**config.mk**
```make
export PLATFORM = sky130hd
export DESIGN_NAME = regfile_gen
export DESIGN_NICKNAME = d
export VERILOG_FILES = /design/src/rtl/regfile_gen.sv
export SDC_FILE = /design/constraint.sdc
export NUM_CORES = 1
export LEC_CHECK = 0
export CORE_UTILIZATION = 40
export DETAILED_ROUTE_END_ITERATION = 16
export PLACE_DENSITY = 0.54
export SETUP_SLACK_MARGIN = 0.02
export SLEW_MARGIN = 20
export SYNTH_ARGS = -nofsm -noshare
export SYNTH_HDL_FRONTEND = slang
export SYNTH_SLANG_ARGS = --single-unit
```
**constraint.sdc**
```tcl
create_clock -name CLK -period 7.5 [get_ports CLK]
set_clock_uncertainty 0.05 [all_clocks]
set_input_delay 2.25 -clock CLK [delete_from_list [all_inputs] [get_ports CLK]]
set_output_delay 2.25 -clock CLK [all_outputs]
set_load 0.005 [all_outputs]
```
**src/rtl/regfile_gen.sv**
```systemverilog
// Parametrised dual-port register file with byte enables, cross-port forwarding,
// collision merging, port-B pointer post-increment/pre-decrement and a post-reset clear sweep.
module regfile_gen #(
    parameter int unsigned DATA_W = 16,
    parameter int unsigned ADDR_W = 4,
    parameter int unsigned STEP   = 2
) (
    input  logic                  CLK,
    input  logic                  RESET,
    output logic                  BUSY,
    input  logic                  A_EN,
    input  logic                  A_WEN,
    input  logic [DATA_W/8-1:0]   A_BYTE_EN,
    input  logic [ADDR_W-1:0]     A_ADDR,
    input  logic [DATA_W-1:0]     A_DIN,
    output logic [DATA_W-1:0]     A_DOUT,
    input  logic                  B_EN,
    input  logic                  B_WEN,
    input  logic [DATA_W/8-1:0]   B_BYTE_EN,
    input  logic [ADDR_W-1:0]     B_ADDR,
    input  logic [DATA_W-1:0]     B_DIN,
    output logic [DATA_W-1:0]     B_DOUT,
    input  logic [1:0]            B_PTR_OP,
    output logic                  COLLISION
);

    localparam int unsigned DEPTH = 1 << ADDR_W;
    localparam int unsigned LANES = DATA_W / 8;

    typedef enum logic {
        CLEAR = 1'b0,
        READY = 1'b1
    } state_e;

    typedef enum logic [1:0] {
        PTR_NONE = 2'b00,
        PTR_INC  = 2'b01,
        PTR_DEC  = 2'b10,
        PTR_RSVD = 2'b11
    } ptr_op_e;

    state_e              state_q, state_d;
    logic [ADDR_W-1:0]   cnt_q, cnt_d;
    logic [DATA_W-1:0]   mem_q [DEPTH];
    logic [DATA_W-1:0]   mem_d [DEPTH];
    logic [DATA_W-1:0]   a_dout_q, a_dout_d;
    logic [DATA_W-1:0]   b_dout_q, b_dout_d;
    logic                collision_q, collision_d;

    logic [DATA_W-1:0]   a_old, b_old;
    logic [DATA_W-1:0]   a_new, b_new, both_new;
    logic                a_wr, b_wr, b_ptr, b_inc, same_addr, both_wr;
    ptr_op_e             ptr_op;

    function automatic logic [DATA_W-1:0] merge_lanes(
        input logic [DATA_W-1:0] base,
        input logic [DATA_W-1:0] din,
        input logic [LANES-1:0]  be
    );
        logic [DATA_W-1:0] r;
        r = base;
        for (int unsigned i = 0; i < LANES; i++) begin
            if (be[i]) begin
                r[i*8 +: 8] = din[i*8 +: 8];
            end
        end
        return r;
    endfunction

    // Per-port decode and candidate write values, all taken from start-of-cycle contents.
    always_comb begin
        ptr_op    = ptr_op_e'(B_PTR_OP);
        a_old     = mem_q[A_ADDR];
        b_old     = mem_q[B_ADDR];
        same_addr = (A_ADDR == B_ADDR);
        a_wr      = A_EN & A_WEN;
        b_inc     = B_EN & (ptr_op == PTR_INC);
        b_ptr     = B_EN & ((ptr_op == PTR_INC) | (ptr_op == PTR_DEC));
        b_wr      = B_EN & B_WEN & ~b_ptr;
        a_new     = merge_lanes(a_old, A_DIN, A_BYTE_EN);
        unique case (ptr_op)
            PTR_INC: b_new = b_old + DATA_W'(STEP);
            PTR_DEC: b_new = b_old - DATA_W'(STEP);
            default: b_new = merge_lanes(b_old, B_DIN, B_BYTE_EN);
        endcase
        both_wr   = a_wr & (b_wr | b_ptr) & same_addr;
        // On collision A's enabled lanes win; the rest come from B's result (which already holds old where B is idle).
        both_new  = merge_lanes(b_new, A_DIN, A_BYTE_EN);
    end

    always_comb begin
        state_d     = state_q;
        cnt_d       = cnt_q;
        mem_d       = mem_q;
        a_dout_d    = a_dout_q;
        b_dout_d    = b_dout_q;
        collision_d = 1'b0;

        unique case (state_q)
            CLEAR: begin
                a_dout_d = '0;
                b_dout_d = '0;
                if (!RESET) begin
                    mem_d[cnt_q] = '0;
                    cnt_d        = cnt_q + ADDR_W'(1);
                    if (cnt_q == '1) begin
                        state_d = READY;
                    end
                end
            end
            READY: begin
                if (!RESET) begin
                    if (both_wr) begin
                        mem_d[A_ADDR] = both_new;
                        collision_d   = 1'b1;
                    end else begin
                        if (b_wr | b_ptr) begin
                            mem_d[B_ADDR] = b_new;
                        end
                        if (a_wr) begin
                            mem_d[A_ADDR] = a_new;
                        end
                    end

                    if (A_EN) begin
                        if (a_wr) begin
                            a_dout_d = both_wr ? both_new : a_new;
                        end else if ((b_wr | b_ptr) & same_addr) begin
                            a_dout_d = b_new;
                        end else begin
                            a_dout_d = a_old;
                        end
                    end

                    if (B_EN) begin
                        if (b_inc) begin
                            b_dout_d = b_old;
                        end else if (b_wr | b_ptr) begin
                            b_dout_d = both_wr ? both_new : b_new;
                        end else if (a_wr & same_addr) begin
                            b_dout_d = a_new;
                        end else begin
                            b_dout_d = b_old;
                        end
                    end
                end
            end
            default: begin
                state_d = CLEAR;
            end
        endcase
    end

    always_ff @(posedge CLK) begin
        mem_q <= mem_d;
        if (RESET) begin
            state_q     <= CLEAR;
            cnt_q       <= '0;
            a_dout_q    <= '0;
            b_dout_q    <= '0;
            collision_q <= 1'b0;
        end else begin
            state_q     <= state_d;
            cnt_q       <= cnt_d;
            a_dout_q    <= a_dout_d;
            b_dout_q    <= b_dout_d;
            collision_q <= collision_d;
        end
    end

    assign BUSY      = (state_q == CLEAR);
    assign A_DOUT    = a_dout_q;
    assign B_DOUT    = b_dout_q;
    assign COLLISION = collision_q;

endmodule

```
==> run summary <==
Crit-path cells: buf_4, buf_12, mux4_2, mux4_2, ha_1, o21a_1, o21ai_0, a211oi_1, o22ai_1, buf_4, mux2_2, nor2_4, nand2_1, o221ai_1
Leak: 9.04 nW
F_max: 146 MHz
Post-CTS Repair Setup Buffers: 0
Die area: 60700 sq um
Drt total wl: 122 mm
Sequential area share after synthesis: 0.354
Commonest cells after routing, fill and taps aside: nand2_1, edfxtp_1, a21oi_1
Via count: 25000
Power Total: 5.51 mW
# IOs: 86
Gpl congestion: 1.01
RSZ-0062 raised after global routing: false
CP bufs+invs: 3
TNS Setup: 0 ns
Max Root-Sink Buffers: 3
Dominant synthesized flop cell: edfxtp_1
Die height: 246 microns
Outcome: finished clean
Largest delay contributor family on the critical path: multiplexers
Die Width: 246 microns
Setup CP Type: primary input to flop
Remaining Overflow, GRT: 0
Area of the multi-input gates: 14500 sq um
H-Tree Depth: 2
Buffers on Ports: 85
Filler cell count in the final layout: 5632
Crit end category: flop
Pin count of the biggest net entering global routing: 64
Async SR Flop Fraction: 0
Syn nets: 2591
Worst rel slew slack: 0.231
Register Area: 8450 sq um
Initial Util: 0.404
Crit Path Max Fanout: 26
Period utilization: 0.911
CTS resizes: 0
CTS root buffer: clkbuf_16
CTS tree: built
Core box area: 59000 sq um
Number of flops mapped to enable cells by yosys: 256
Layout cells sized above 1: 0.175
CP max stage cell: mux4_2
CTS Hold Bufs: 0
Req. time, crit path: 7.85 ns
First DRT Iteration DRCs: 3539
Slew Viols, Final: 0
Critical Path Max Stage Delay: 0.64 ns
Worst slew pin tran: 1.15 ns
Routed WL per cell: 35.9 microns
Final Hold Vio Count: 0
Gr usage total: 0.400
# DRC: 0
WP data arrival: 7.18 ns
Hpwl dp: 92.6 mm
Synthesis-stage register bit count: 294
CTS buffer count: 41
Yosys cell types: 96
# rows: 89
Final ANT Viol Nets: 0
Mapped Cells: 2519
Area growth syn-to-layout: 14.9%
First-pass GRT wire length: 174 mm
Vias in the first global route: 23400
CTS clk-pin slew, worst paths: 0.06 ns
Peak VDD IR: 0.000142 V
Final min period: 6.83 ns
Synth warn: 0
Mapped cell area: 23900 sq um
CP Launch Type: primary input
Final #Nets: 2670
Max Cap Viol: 0
First-pass detailed-route iteration total: 6
Vias/cell: 7.34
Initial antenna violation count: 6
Skew-Pair Late Insertion Delay: 0.59 ns
Worst hold-check path type: flop to flop
Final setup violation count: 0
Syn Area/Cell: 9.48 sq um
Clock Sinks: 294
Most common cell after layout, fill and taps aside: nand2_1
Pwr dens: 201 nW/um^2
cell type report:
class	instances	area share
Tap cell	773	0.0352
Sequential cell	294	0.308
Inverter	23	0.00315
Multi-Input combinational cell	1982	0.528
Antenna cell	1	0.0000912
Clock buffer	49	0.0393
Timing Repair Buffer	256	0.0790
Clock inverter	25	0.00734
cell usage after synthesis, drive strengths merged, types with 8 or more instances:
| cell | instances | share of area |
|---|---|---|
| a211o | 22 | 0.0081 |
| a21oi | 268 | 0.056 |
| edfxtp | 256 | 0.32 |
| nand2b | 14 | 0.0037 |
| a222oi | 31 | 0.013 |
| clkbuf | 135 | 0.021 |
| a221oi | 33 | 0.012 |
| o21bai | 14 | 0.0044 |
| o22ai | 14 | 0.0039 |
| nor2 | 224 | 0.036 |
| o21ai | 226 | 0.048 |
| nor2b | 11 | 0.0029 |
| buf | 85 | 0.021 |
| a32oi | 8 | 0.0032 |
| a22oi | 97 | 0.031 |
| a21o | 12 | 0.0038 |
| a211oi | 9 | 0.0028 |
| xnor2 | 8 | 0.0029 |
| o21a | 13 | 0.0041 |
| or3 | 9 | 0.0024 |
| mux4 | 149 | 0.14 |
| ha | 19 | 0.010 |
| and2 | 9 | 0.0024 |
| o211ai | 55 | 0.017 |
| dfxtp | 38 | 0.032 |
| mux2 | 12 | 0.0057 |
| nand4 | 11 | 0.0029 |
| inv | 22 | 0.0035 |
| a221o | 30 | 0.013 |
| o221ai | 98 | 0.036 |
| nand3 | 58 | 0.012 |
| nor3 | 34 | 0.0078 |
| a31oi | 37 | 0.011 |
| nand2 | 332 | 0.052 |
| mux2i | 58 | 0.026 |
flip-flops by register name, summed over array words and instances, names as in the netlist:
signal and flops:
mem_q 256, A_DOUT 16, B_DOUT 16, cnt_q 4
COLLISION 1, state_q 1
layer usage:
| metal | vias up | wire (microns) | GRT usage |
|---|---|---|---|
| li1 | 10300 | - | - |
| met5 | - | 39 | 0 |
| met3 | 395 | 14200 | 0.0827 |
| met2 | 1939 | 55300 | 0.634 |
| met4 | 6 | 8020 | 0.220 |
| met1 | 12400 | 44700 | 0.508 |
cell families (layout without fill, tap and decap cells):
group / count (synthesis) / in the layout / synth area share
adders and majority gates: 20 / 20 / 0.0108
muxes: 219 / 219 / 0.172
xor gates and xnor gates: 11 / 11 / 0.00404
AOI/OAI and AO/OA: 1003 / 1003 / 0.282
DFF: 294 / 294 / 0.354
buffers and inverters: 243 / 353 / 0.0464
other: 0 / 1 / 0
and+or+nand+nor: 729 / 729 / 0.131
worst paths after layout:
| path | startpoint | cells past startpoint | end | slack, ns |
|---|---|---|---|---|
| worst max-delay path | B_ADDR[0] | 14 | mem_q[206] | 0.67 |
| worst min-delay path | B_DOUT[12] | 2 | B_DOUT[12] | 0.42 |
| worst max register to register | mem_q[116] | 12 | mem_q[206] | 2.66 |
| worst min register to register | B_DOUT[12] | 2 | B_DOUT[12] | 0.42 |
report_power, final:
group | internal, mW | switching (mW) | total, mW | leakage, nW
clock | 1.12 | 0.838 | 1.96 | 0.630
sequential | 1.90 | 0.110 | 2.01 | 2.83
combinational | 0.521 | 1.01 | 1.53 | 5.58
tightest hold or removal path: stages, from the launching register on:
cell	delay, ns
dfxtp_1	0.33
nand2_1	0.05
o21ai_0	0.06
stage by stage:
step / setup slack, ns / util / cell area [sq um] / hold WS [ns] / std cells
2_1_floorplan: 1.34 / - / 23900 / 0.399 / 2519
3_3_place_gp: 0.226 / 0.442 / 26100 / 0.403 / 3324
6_report: 0.669 / 0.465 / 27400 / 0.416 / 3403
5_1_grt: 0.433 / 0.465 / 27400 / 0.453 / 3403
4_1_cts: 0.782 / 0.464 / 27400 / 0.421 / 3400
3_5_place_dp: 0.183 / 0.443 / 26100 / 0.409 / 3326
No activity file was read; power rests on OpenSTA's default activity.
